===== src/rtl/ram_arbiter2_pkg.sv =====
// Shared types and defaults for the two-requester RAM arbiter.
// Both the top level and the round-robin picker import this package.
package ram_arbiter2_pkg;

  typedef enum logic [1:0] {
    ST_IDLE = 2'd0,
    ST_BUSY = 2'd1,
    ST_RESP = 2'd2
  } arb_state_e;

  localparam logic [31:0] ERR_DATA_DEFAULT = 32'hDEADBEEF;

  // Index of the requester that is not `idx`.
  function automatic logic other_req(input logic idx);
    return ~idx;
  endfunction

endpackage


===== src/rtl/ram_arbiter2_arb_rr2.sv =====
// Combinational two-way round-robin picker.
// When both requesters ask, the one that was not served last wins.
module arb_rr2
  import ram_arbiter2_pkg::*;
(
  input  logic [1:0] req,
  input  logic       last,
  output logic       gnt_valid,
  output logic       gnt_idx
);

  always_comb begin
    gnt_valid = |req;
    gnt_idx   = 1'b0;
    case (req)
      2'b01:   gnt_idx = 1'b0;
      2'b10:   gnt_idx = 1'b1;
      2'b11:   gnt_idx = other_req(last);
      default: gnt_idx = 1'b0;
    endcase
  end

endmodule


===== src/rtl/ram_arbiter2.sv =====
// Two-requester round-robin arbiter in front of one single-port word RAM,
// with a per-transaction watchdog that aborts an access the RAM never answers.
module ram_arbiter2
  import ram_arbiter2_pkg::*;
#(
  parameter int unsigned ADDR_W   = 8,
  parameter int unsigned TIMEOUT  = 16,
  parameter logic [31:0] ERR_DATA = ERR_DATA_DEFAULT
) (
  input  logic              clk,
  input  logic              reset,
  input  logic              r0_valid,
  output logic              r0_ready,
  input  logic [ADDR_W-1:0] r0_addr,
  input  logic [31:0]       r0_wdata,
  input  logic [3:0]        r0_wstrb,
  input  logic              r1_valid,
  output logic              r1_ready,
  input  logic [ADDR_W-1:0] r1_addr,
  input  logic [31:0]       r1_wdata,
  input  logic [3:0]        r1_wstrb,
  output logic [31:0]       rdata,
  output logic              err,
  output logic              mem_valid,
  input  logic              mem_ready,
  output logic [ADDR_W-1:0] mem_addr,
  output logic [31:0]       mem_wdata,
  output logic [3:0]        mem_wstrb,
  input  logic [31:0]       mem_rdata
);

  localparam int unsigned CNT_W = (TIMEOUT > 2) ? $clog2(TIMEOUT) : 1;
  localparam logic [CNT_W-1:0] CNT_LAST = (TIMEOUT > 0) ? CNT_W'(TIMEOUT - 1) : '0;

  arb_state_e        state_q;
  logic              grant_q;
  logic              last_q;
  logic [CNT_W-1:0]  cnt_q;
  logic              r0_ready_q;
  logic              r1_ready_q;
  logic              err_q;
  logic [31:0]       rdata_q;
  logic              mem_valid_q;
  logic [ADDR_W-1:0] mem_addr_q;
  logic [31:0]       mem_wdata_q;
  logic [3:0]        mem_wstrb_q;

  logic [1:0]        req;
  logic              pick_valid;
  logic              pick_idx;
  logic              timeout_hit;
  logic              load_en_d;
  logic              load_idx_d;
  logic [ADDR_W-1:0] load_addr_d;
  logic [31:0]       load_wdata_d;
  logic [3:0]        load_wstrb_d;

  assign req         = {r1_valid, r0_valid};
  assign timeout_hit = (TIMEOUT > 0) && (cnt_q == CNT_LAST);

  arb_rr2 u_pick (
    .req       (req),
    .last      (last_q),
    .gnt_valid (pick_valid),
    .gnt_idx   (pick_idx)
  );

  // In RESP only the other requester may be loaded; the one just served
  // still holds valid this cycle and must not be granted again.
  always_comb begin
    load_en_d  = 1'b0;
    load_idx_d = pick_idx;
    if (state_q == ST_IDLE) begin
      load_en_d = pick_valid;
    end else if (state_q == ST_RESP) begin
      load_idx_d = other_req(grant_q);
      load_en_d  = req[load_idx_d];
    end
    load_addr_d  = load_idx_d ? r1_addr  : r0_addr;
    load_wdata_d = load_idx_d ? r1_wdata : r0_wdata;
    load_wstrb_d = load_idx_d ? r1_wstrb : r0_wstrb;
  end

  always_ff @(posedge clk or posedge reset) begin
    if (reset) begin
      state_q     <= ST_IDLE;
      grant_q     <= 1'b0;
      last_q      <= 1'b1;
      cnt_q       <= '0;
      r0_ready_q  <= 1'b0;
      r1_ready_q  <= 1'b0;
      err_q       <= 1'b0;
      rdata_q     <= '0;
      mem_valid_q <= 1'b0;
      mem_addr_q  <= '0;
      mem_wdata_q <= '0;
      mem_wstrb_q <= '0;
    end else begin
      r0_ready_q <= 1'b0;
      r1_ready_q <= 1'b0;
      err_q      <= 1'b0;
      case (state_q)
        ST_IDLE: ;
        ST_BUSY: begin
          if (mem_ready || timeout_hit) begin
            state_q     <= ST_RESP;
            mem_valid_q <= 1'b0;
            rdata_q     <= mem_ready ? mem_rdata : ERR_DATA;
            err_q       <= ~mem_ready;
            r0_ready_q  <= ~grant_q;
            r1_ready_q  <= grant_q;
          end else if (TIMEOUT > 0) begin
            cnt_q <= cnt_q + CNT_W'(1);
          end
        end
        ST_RESP: begin
          last_q <= grant_q;
          if (!load_en_d) state_q <= ST_IDLE;
        end
        default: state_q <= ST_IDLE;
      endcase
      if (load_en_d) begin
        state_q     <= ST_BUSY;
        grant_q     <= load_idx_d;
        cnt_q       <= '0;
        mem_valid_q <= 1'b1;
        mem_addr_q  <= load_addr_d;
        mem_wdata_q <= load_wdata_d;
        mem_wstrb_q <= load_wstrb_d;
      end
    end
  end

  assign r0_ready  = r0_ready_q;
  assign r1_ready  = r1_ready_q;
  assign err       = err_q;
  assign rdata     = rdata_q;
  assign mem_valid = mem_valid_q;
  assign mem_addr  = mem_addr_q;
  assign mem_wdata = mem_wdata_q;
  assign mem_wstrb = mem_wstrb_q;

endmodule

===== config.mk =====
export PLATFORM = sky130hd
export DESIGN_NAME = ram_arbiter2
export DESIGN_NICKNAME = d
export VERILOG_FILES = /design/src/rtl/ram_arbiter2_pkg.sv /design/src/rtl/ram_arbiter2_arb_rr2.sv /design/src/rtl/ram_arbiter2.sv
export SDC_FILE = /design/constraint.sdc
export NUM_CORES = 1
export LEC_CHECK = 0
export ABC_AREA = 1
export BUFFER_PORTS_ARGS = -buffer_cell sky130_fd_sc_hd__clkbuf_2
export CAP_MARGIN = 20
export CORE_MARGIN = 2
export CORE_UTILIZATION = 40
export DETAILED_ROUTE_END_ITERATION = 8
export PLACE_DENSITY = 0.77
export SETUP_SLACK_MARGIN = 0.3
export SLEW_MARGIN = 20
export SYNTH_ARGS = -nofsm -noshare
export SYNTH_HDL_FRONTEND = slang
export SYNTH_HIERARCHICAL = 1
export SYNTH_SLANG_ARGS = --single-unit

===== constraint.sdc =====
create_clock -name clk -period 7.7 [get_ports clk]
set_input_delay 1.54 -clock clk [delete_from_list [all_inputs] [get_ports clk]]
set_output_delay 1.54 -clock clk [all_outputs]
set_load 0.005 [all_outputs]

==> results.json, run 1 <==
{
  "fin_skew_ns": 0.0100,
  "power_frac_comb_pct": 42.0,
  "grt_pass1_wl_microns": 17800,
  "post-route-min-period_ns": 3.40,
  "core_sq_um": 10300,
  "yosysUniqueCellTypes": 24,
  "place_area_sq_um": 5330,
  "antenna_left": 0,
  "n_fill_cell": 981,
  "syn-instance-count": 542,
  "dr.first_iter.drc_count": 245,
  "vias": 4114,
  "setup_viol_count_final": 0,
  "dr.pass1.iters": 4,
  "crit_path_max_fanout": 45,
  "peakVddDrop_mv": 0.144,
  "rsz0062_at_grt": "false",
  "worstSkewPairLatency_ns": 0.35,
  "cts_buffers": 9,
  "pin_count": 205,
  "crit_required_ns": 7.99,
  "track_usage_pct": 19.3,
  "die_w_microns": 107,
  "synth_area_leader_cell": "dfrtp_1",
  "dieArea_sq_um": 11400,
  "post_route_cells_drive_above_1_share_pct": 32.1,
  "synth.net_count": 668,
  "cts_max_path_buffers": 2,
  "root_buffer": "clkbuf_8",
  "fin_area_sq_um": 5530,
  "ys_top_cells_by_area": "dfrtp_1 (51%), nand2_1 (16%), nand3b_1 (7.8%), nor2_1 (7.1%), nand3_1 (5.8%)",
  "clk_pin_slew_ns": 0.09,
  "min_path_type": "reg2reg",
  "worst_slew_pin_slew_ns": 0.957,
  "ys_seq_area_share_pct": 52.1,
  "yosys_warnings": 6,
  "wirelength_microns": 11000,
  "multiInputGateArea_sq_um": 1690,
  "gp_congestion": 0.790,
  "cts.sinks": 88,
  "outcome": "finished, final reports clean",
  "slew_headroom_pct": 36.1,
  "powerDensity_nw_per_um2": 354,
  "start_kind": "input pin",
  "p_leak_nw": 3.21,
  "end_kind": "flop",
  "drv_slew": 0,
  "start_util_pct": 41.2,
  "area_growth_pct": 30.7,
  "cts_setup_buffers": 0,
  "hpwl_microns": 7810,
  "io_buffers": 204,
  "drc": 0,
  "wl_per_cell_microns": 12.5,
  "htree_levels": 3,
  "maxCapViolCount": 0,
  "setup_tns_ns": 0,
  "holdBufCountCts": 0,
  "swShare_pct": 40.4,
  "fmaxAchievable_ghz": 0.295,
  "grt_max_degree": 62,
  "async_flop_share_pct": 100,
  "fin_nets": 860,
  "p_int_mw": 1.17,
  "cts_tree": "built",
  "power_frac_seq_pct": 41.4,
  "netlist_area_sq_um": 4230,
  "final_common_cell": "clkbuf_2",
  "period_share_pct": 44.1,
  "ys_seq_elements": 88,
  "syn_area_per_cell_sq_um": 7.81,
  "grt_pass1_vias": 4053,
  "layout_common_cells": "clkbuf_2 (204), nand2_1 (178), dfrtp_1 (87)",
  "rows": 37,
  "gr-total-overflow": 0,
  "synthFlopType": "dfrtp_1",
  "antenna_found_initial": 0,
  "ff_latch_area_sq_um": 2200,
  "cts_resized": 0,
  "switchingPower_mw": 0.793,
  "die_h_microns": 107,
  "pwr-share-clk_pct": 16.6,
  "yosys.area.top_type_share_pct": 51.4,
  "hold_viol": 0,
  "antenna_cells": 0,
  "crit_arrival_ns": 3.68,
  "path_class": "in2reg",
  "via_per_inst": 4.70,
  "synth_edf_count": 0
}
layer usage:
layer	wire length, microns	part of all wire (%)	vias up	GRT usage, %
li1	-	-	2053	-
met1	4730	43	1901	23.1
met2	5390	49	145	34.8
met3	706	6.4	15	3.34
met4	157	1.4	0	7.05
met5	0	0	-	0
critical path, stage by stage:
cell and delay, ns:
clkbuf_2 0.10, inv_1 0.04, a21oi_1 0.10, inv_1 0.06
nand2_2 0.65, nand2_2 0.76, nand2_1 0.23, nand3_1 0.11
nand2_1 0.08
synthesized netlist by cell type (2+ instances only):
library cell and count:
nand2_2 4, buf_2 18, inv_1 54, nand3b_1 44, inv_2 4, nand3_1 49, nand3_2 2, nor2_1 80
a21oi_1 2, clkbuf_1 4, nand2_1 178, nand4_1 3, dfrtp_1 87, buf_1 3
power groups by stage:
stage	clock [mW]	combinational, mW	sequential (mW)
6_report	0.325	0.824	0.811
5_1_grt	0.356	0.941	0.839
4_1_cts	0.335	0.835	0.812
3_5_place_dp	0	0.836	0.817
3_3_place_gp	0	0.806	0.808
2_1_floorplan	0	0.473	0.820
sequential cells by signal (all words and copies together), names as in the netlist:
| signal | flops |
|---|---|
| mem_valid | 1 |
| err | 1 |
| cnt_q | 4 |
| mem_addr | 8 |
| mem_wstrb | 4 |
| r1_ready | 1 |
| rdata | 32 |
| r0_ready | 1 |
| state_q | 2 |
| grant_q | 1 |
| last_q | 1 |
| mem_wdata | 32 |
worst paths after layout:
kind,from,end,slack (ns),depth (start not counted)
worst max register to register,state_q[0],mem_addr[4],5.02,6
worst min-delay path,last_q,last_q,0.47,2
min in group asynchronous,reset,rdata[28],1.16,2
worst max-delay path,r1_valid,mem_addr[4],4.30,9
worst min register to register,last_q,last_q,0.47,2
max in group asynchronous,reset,mem_wdata[25],5.40,3
kinds of logic after synthesis:
family                   after synthesis  synth area share (%)
AO/OA/AOI/OAI                          5                 0.946
flip-flops                            88                  52.1
AND/OR/NAND/NOR                      363                  38.5
buffers and inverters                 85                  8.16
adder cells (fa/ha/maj)                1                 0.296
layout make-up:
type / instances / share of cell area [%]
inverters: 59 / 4.03
repair buffers: 207 / 18.9
clock buffers: 10 / 2.31
clock inverters: 6 / 1.33
multi-input cells: 369 / 30.6
well taps: 136 / 3.08
flip-flops and latches: 88 / 39.8
metrics by stage:
| stage | power [mW] | setup slack [ns] | hold WS [ns] | utilization [%] | cells |
|---|---|---|---|---|---|
| floorplan | 1.29 | 3.88 | 0.442 | - | 542 |
| global placement | 1.61 | 4.03 | 0.454 | 51.9 | 859 |
| detailed placement | 1.65 | 3.93 | 0.460 | 51.9 | 859 |
| CTS | 1.98 | 4.31 | 0.474 | 53.8 | 875 |
| global route | 2.14 | 4.09 | 0.494 | 53.8 | 875 |
| finish | 1.96 | 4.30 | 0.469 | 53.8 | 875 |
Note: power is estimated with default switching activity, not from simulation.
==> run 2, diff against run 1 <==
PLACE_DENSITY = 0.8   (was 0.77)
clock period = 2.85 ns   (was 7.7 ns; I/O delays follow)
==> run 2 against run 1 <==
Against the previous run: core utilization up 0.28 points; global-route usage decreased by 0.64 points; via count down 1.8%; largest power group unchanged.
==> results.json, run 2 (synthesis gave the netlist of run 1 again) <==
{
  "layout_common_cells": "clkbuf_2 (204), nand2_1 (178), dfrtp_1 (87)",
  "power_frac_seq_pct": 41.9,
  "gp_congestion": 0.771,
  "maxCapViolCount": 0,
  "grt_pass1_wl_microns": 17000,
  "final_common_cell": "clkbuf_2",
  "pin_count": 205,
  "path_class": "reg2reg",
  "die_h_microns": 107,
  "crit_path_max_fanout": 26,
  "fin_skew_ns": 0.0106,
  "clk_pin_slew_ns": 0.09,
  "root_buffer": "clkbuf_8",
  "setup_viol_count_final": 0,
  "via_per_inst": 4.60,
  "outcome": "finished, final reports clean",
  "start_util_pct": 41.2,
  "power_frac_comb_pct": 43.0,
  "holdBufCountCts": 0,
  "worstSkewPairLatency_ns": 0.35,
  "gr-total-overflow": 0,
  "rsz0062_at_grt": "false",
  "post_route_cells_drive_above_1_share_pct": 32.6,
  "dieArea_sq_um": 11400,
  "post-place-ws_ns": 0.641,
  "antenna_found_initial": 0,
  "drv_slew": 0,
  "period_share_pct": 70.9,
  "cts_resized": 0,
  "htree_levels": 3,
  "worst_slew_pin_slew_ns": 0.739,
  "crit_arrival_ns": 2.31,
  "cts_buffers": 9,
  "p_leak_nw": 3.22,
  "end_kind": "flop",
  "setup_tns_ns": 0,
  "area_growth_pct": 31.4,
  "powerDensity_nw_per_um2": 937,
  "peakVddDrop_mv": 0.393,
  "swShare_pct": 40.5,
  "slew_headroom_pct": 50.6,
  "wl_per_cell_microns": 12.1,
  "cts.sinks": 88,
  "grt_max_degree": 55,
  "fmaxAchievable_ghz": 0.495,
  "pwr-share-clk_pct": 15.1,
  "cts_setup_buffers": 0,
  "min_path_type": "in2async",
  "core_sq_um": 10300,
  "track_usage_pct": 18.7,
  "total_power_mw": 5.21,
  "hold_viol": 0,
  "cts_max_path_buffers": 2,
  "io_buffers": 204,
  "die_w_microns": 107,
  "switchingPower_mw": 2.11,
  "vias": 4042,
  "cts_tree": "built",
  "antenna_cells": 0,
  "dr.pass1.iters": 4,
  "wirelength_microns": 10600,
  "rows": 37,
  "crit_required_ns": 3.14,
  "start_kind": "flop",
  "hpwl_microns": 7790,
  "dr.first_iter.drc_count": 244,
  "p_int_mw": 3.10,
  "fin_area_sq_um": 5560,
  "grt_pass1_vias": 3719,
  "place_area_sq_um": 5380,
  "post-route-min-period_ns": 2.02,
  "antenna_left": 0,
  "fin_nets": 865,
  "finalWorstSetupSlack_ns": 0.829,
  "drc": 0
}
run 2: per-stage QoR:
step / utilization, % / cells / hold WS (ns)
floorplan: - / 542 / 0.442
global placement: 52.4 / 864 / 0.454
detailed placement: 52.4 / 864 / 0.460
CTS: 54.1 / 879 / 0.329
global route: 54.1 / 879 / 0.369
finish: 54.1 / 879 / 0.314
run 2: critical path: stages (launching register included):
cell and delay [ns]:
dfrtp_1 0.45, inv_1 0.10, nand2_1 0.05, nand2_1 0.12
nand2_1 0.09, nand2_1 0.55, buf_4 0.41, nand3_1 0.12
nand2_1 0.08
run 2: layout make-up:
type	instances	area, sq um
Clock buffer	10	138
Clock inverter	5	40.0
Fill cell	1023	4720
Inverter	59	225
Multi-Input combinational cell	369	1690
Sequential cell	88	2200
Tap cell	136	170
Timing Repair Buffer	212	1090
run 2: power groups by stage:
| stage | Combinational, mW | Clock [mW] | Sequential [mW] |
|---|---|---|---|
| after floorplan | 1.28 | 0 | 2.21 |
| after CTS | 2.29 | 0.821 | 2.19 |
| after global placement | 2.23 | 0 | 2.19 |
| final | 2.24 | 0.785 | 2.18 |
| after detailed placement | 2.30 | 0 | 2.19 |
| after global routing | 2.57 | 0.882 | 2.25 |
run 2: final timing paths:
kind                       startpoint             to  slack [ns]  cells after the start
min in group clk            mem_ready            err        0.40                      2
max in group asynchronous       reset         last_q        1.77                      3
hold / removal                  reset       rdata[2]        0.31                      2
setup reg to reg              grant_q  mem_wdata[31]        0.83                      8
setup / recovery              grant_q  mem_wdata[31]        0.83                      8
hold reg to reg                last_q         last_q        0.47                      2
run 2: metal layers:
| metal | GRT usage [%] | vias to the layer above | wire [microns] |
|---|---|---|---|
| met5 | 0 | - | 0 |
| met2 | 32.9 | 149 | 5140 |
| met4 | 6.77 | 0 | 126 |
| met3 | 3.83 | 10 | 766 |
| met1 | 22.5 | 1823 | 4580 |
| li1 | - | 2060 | - |
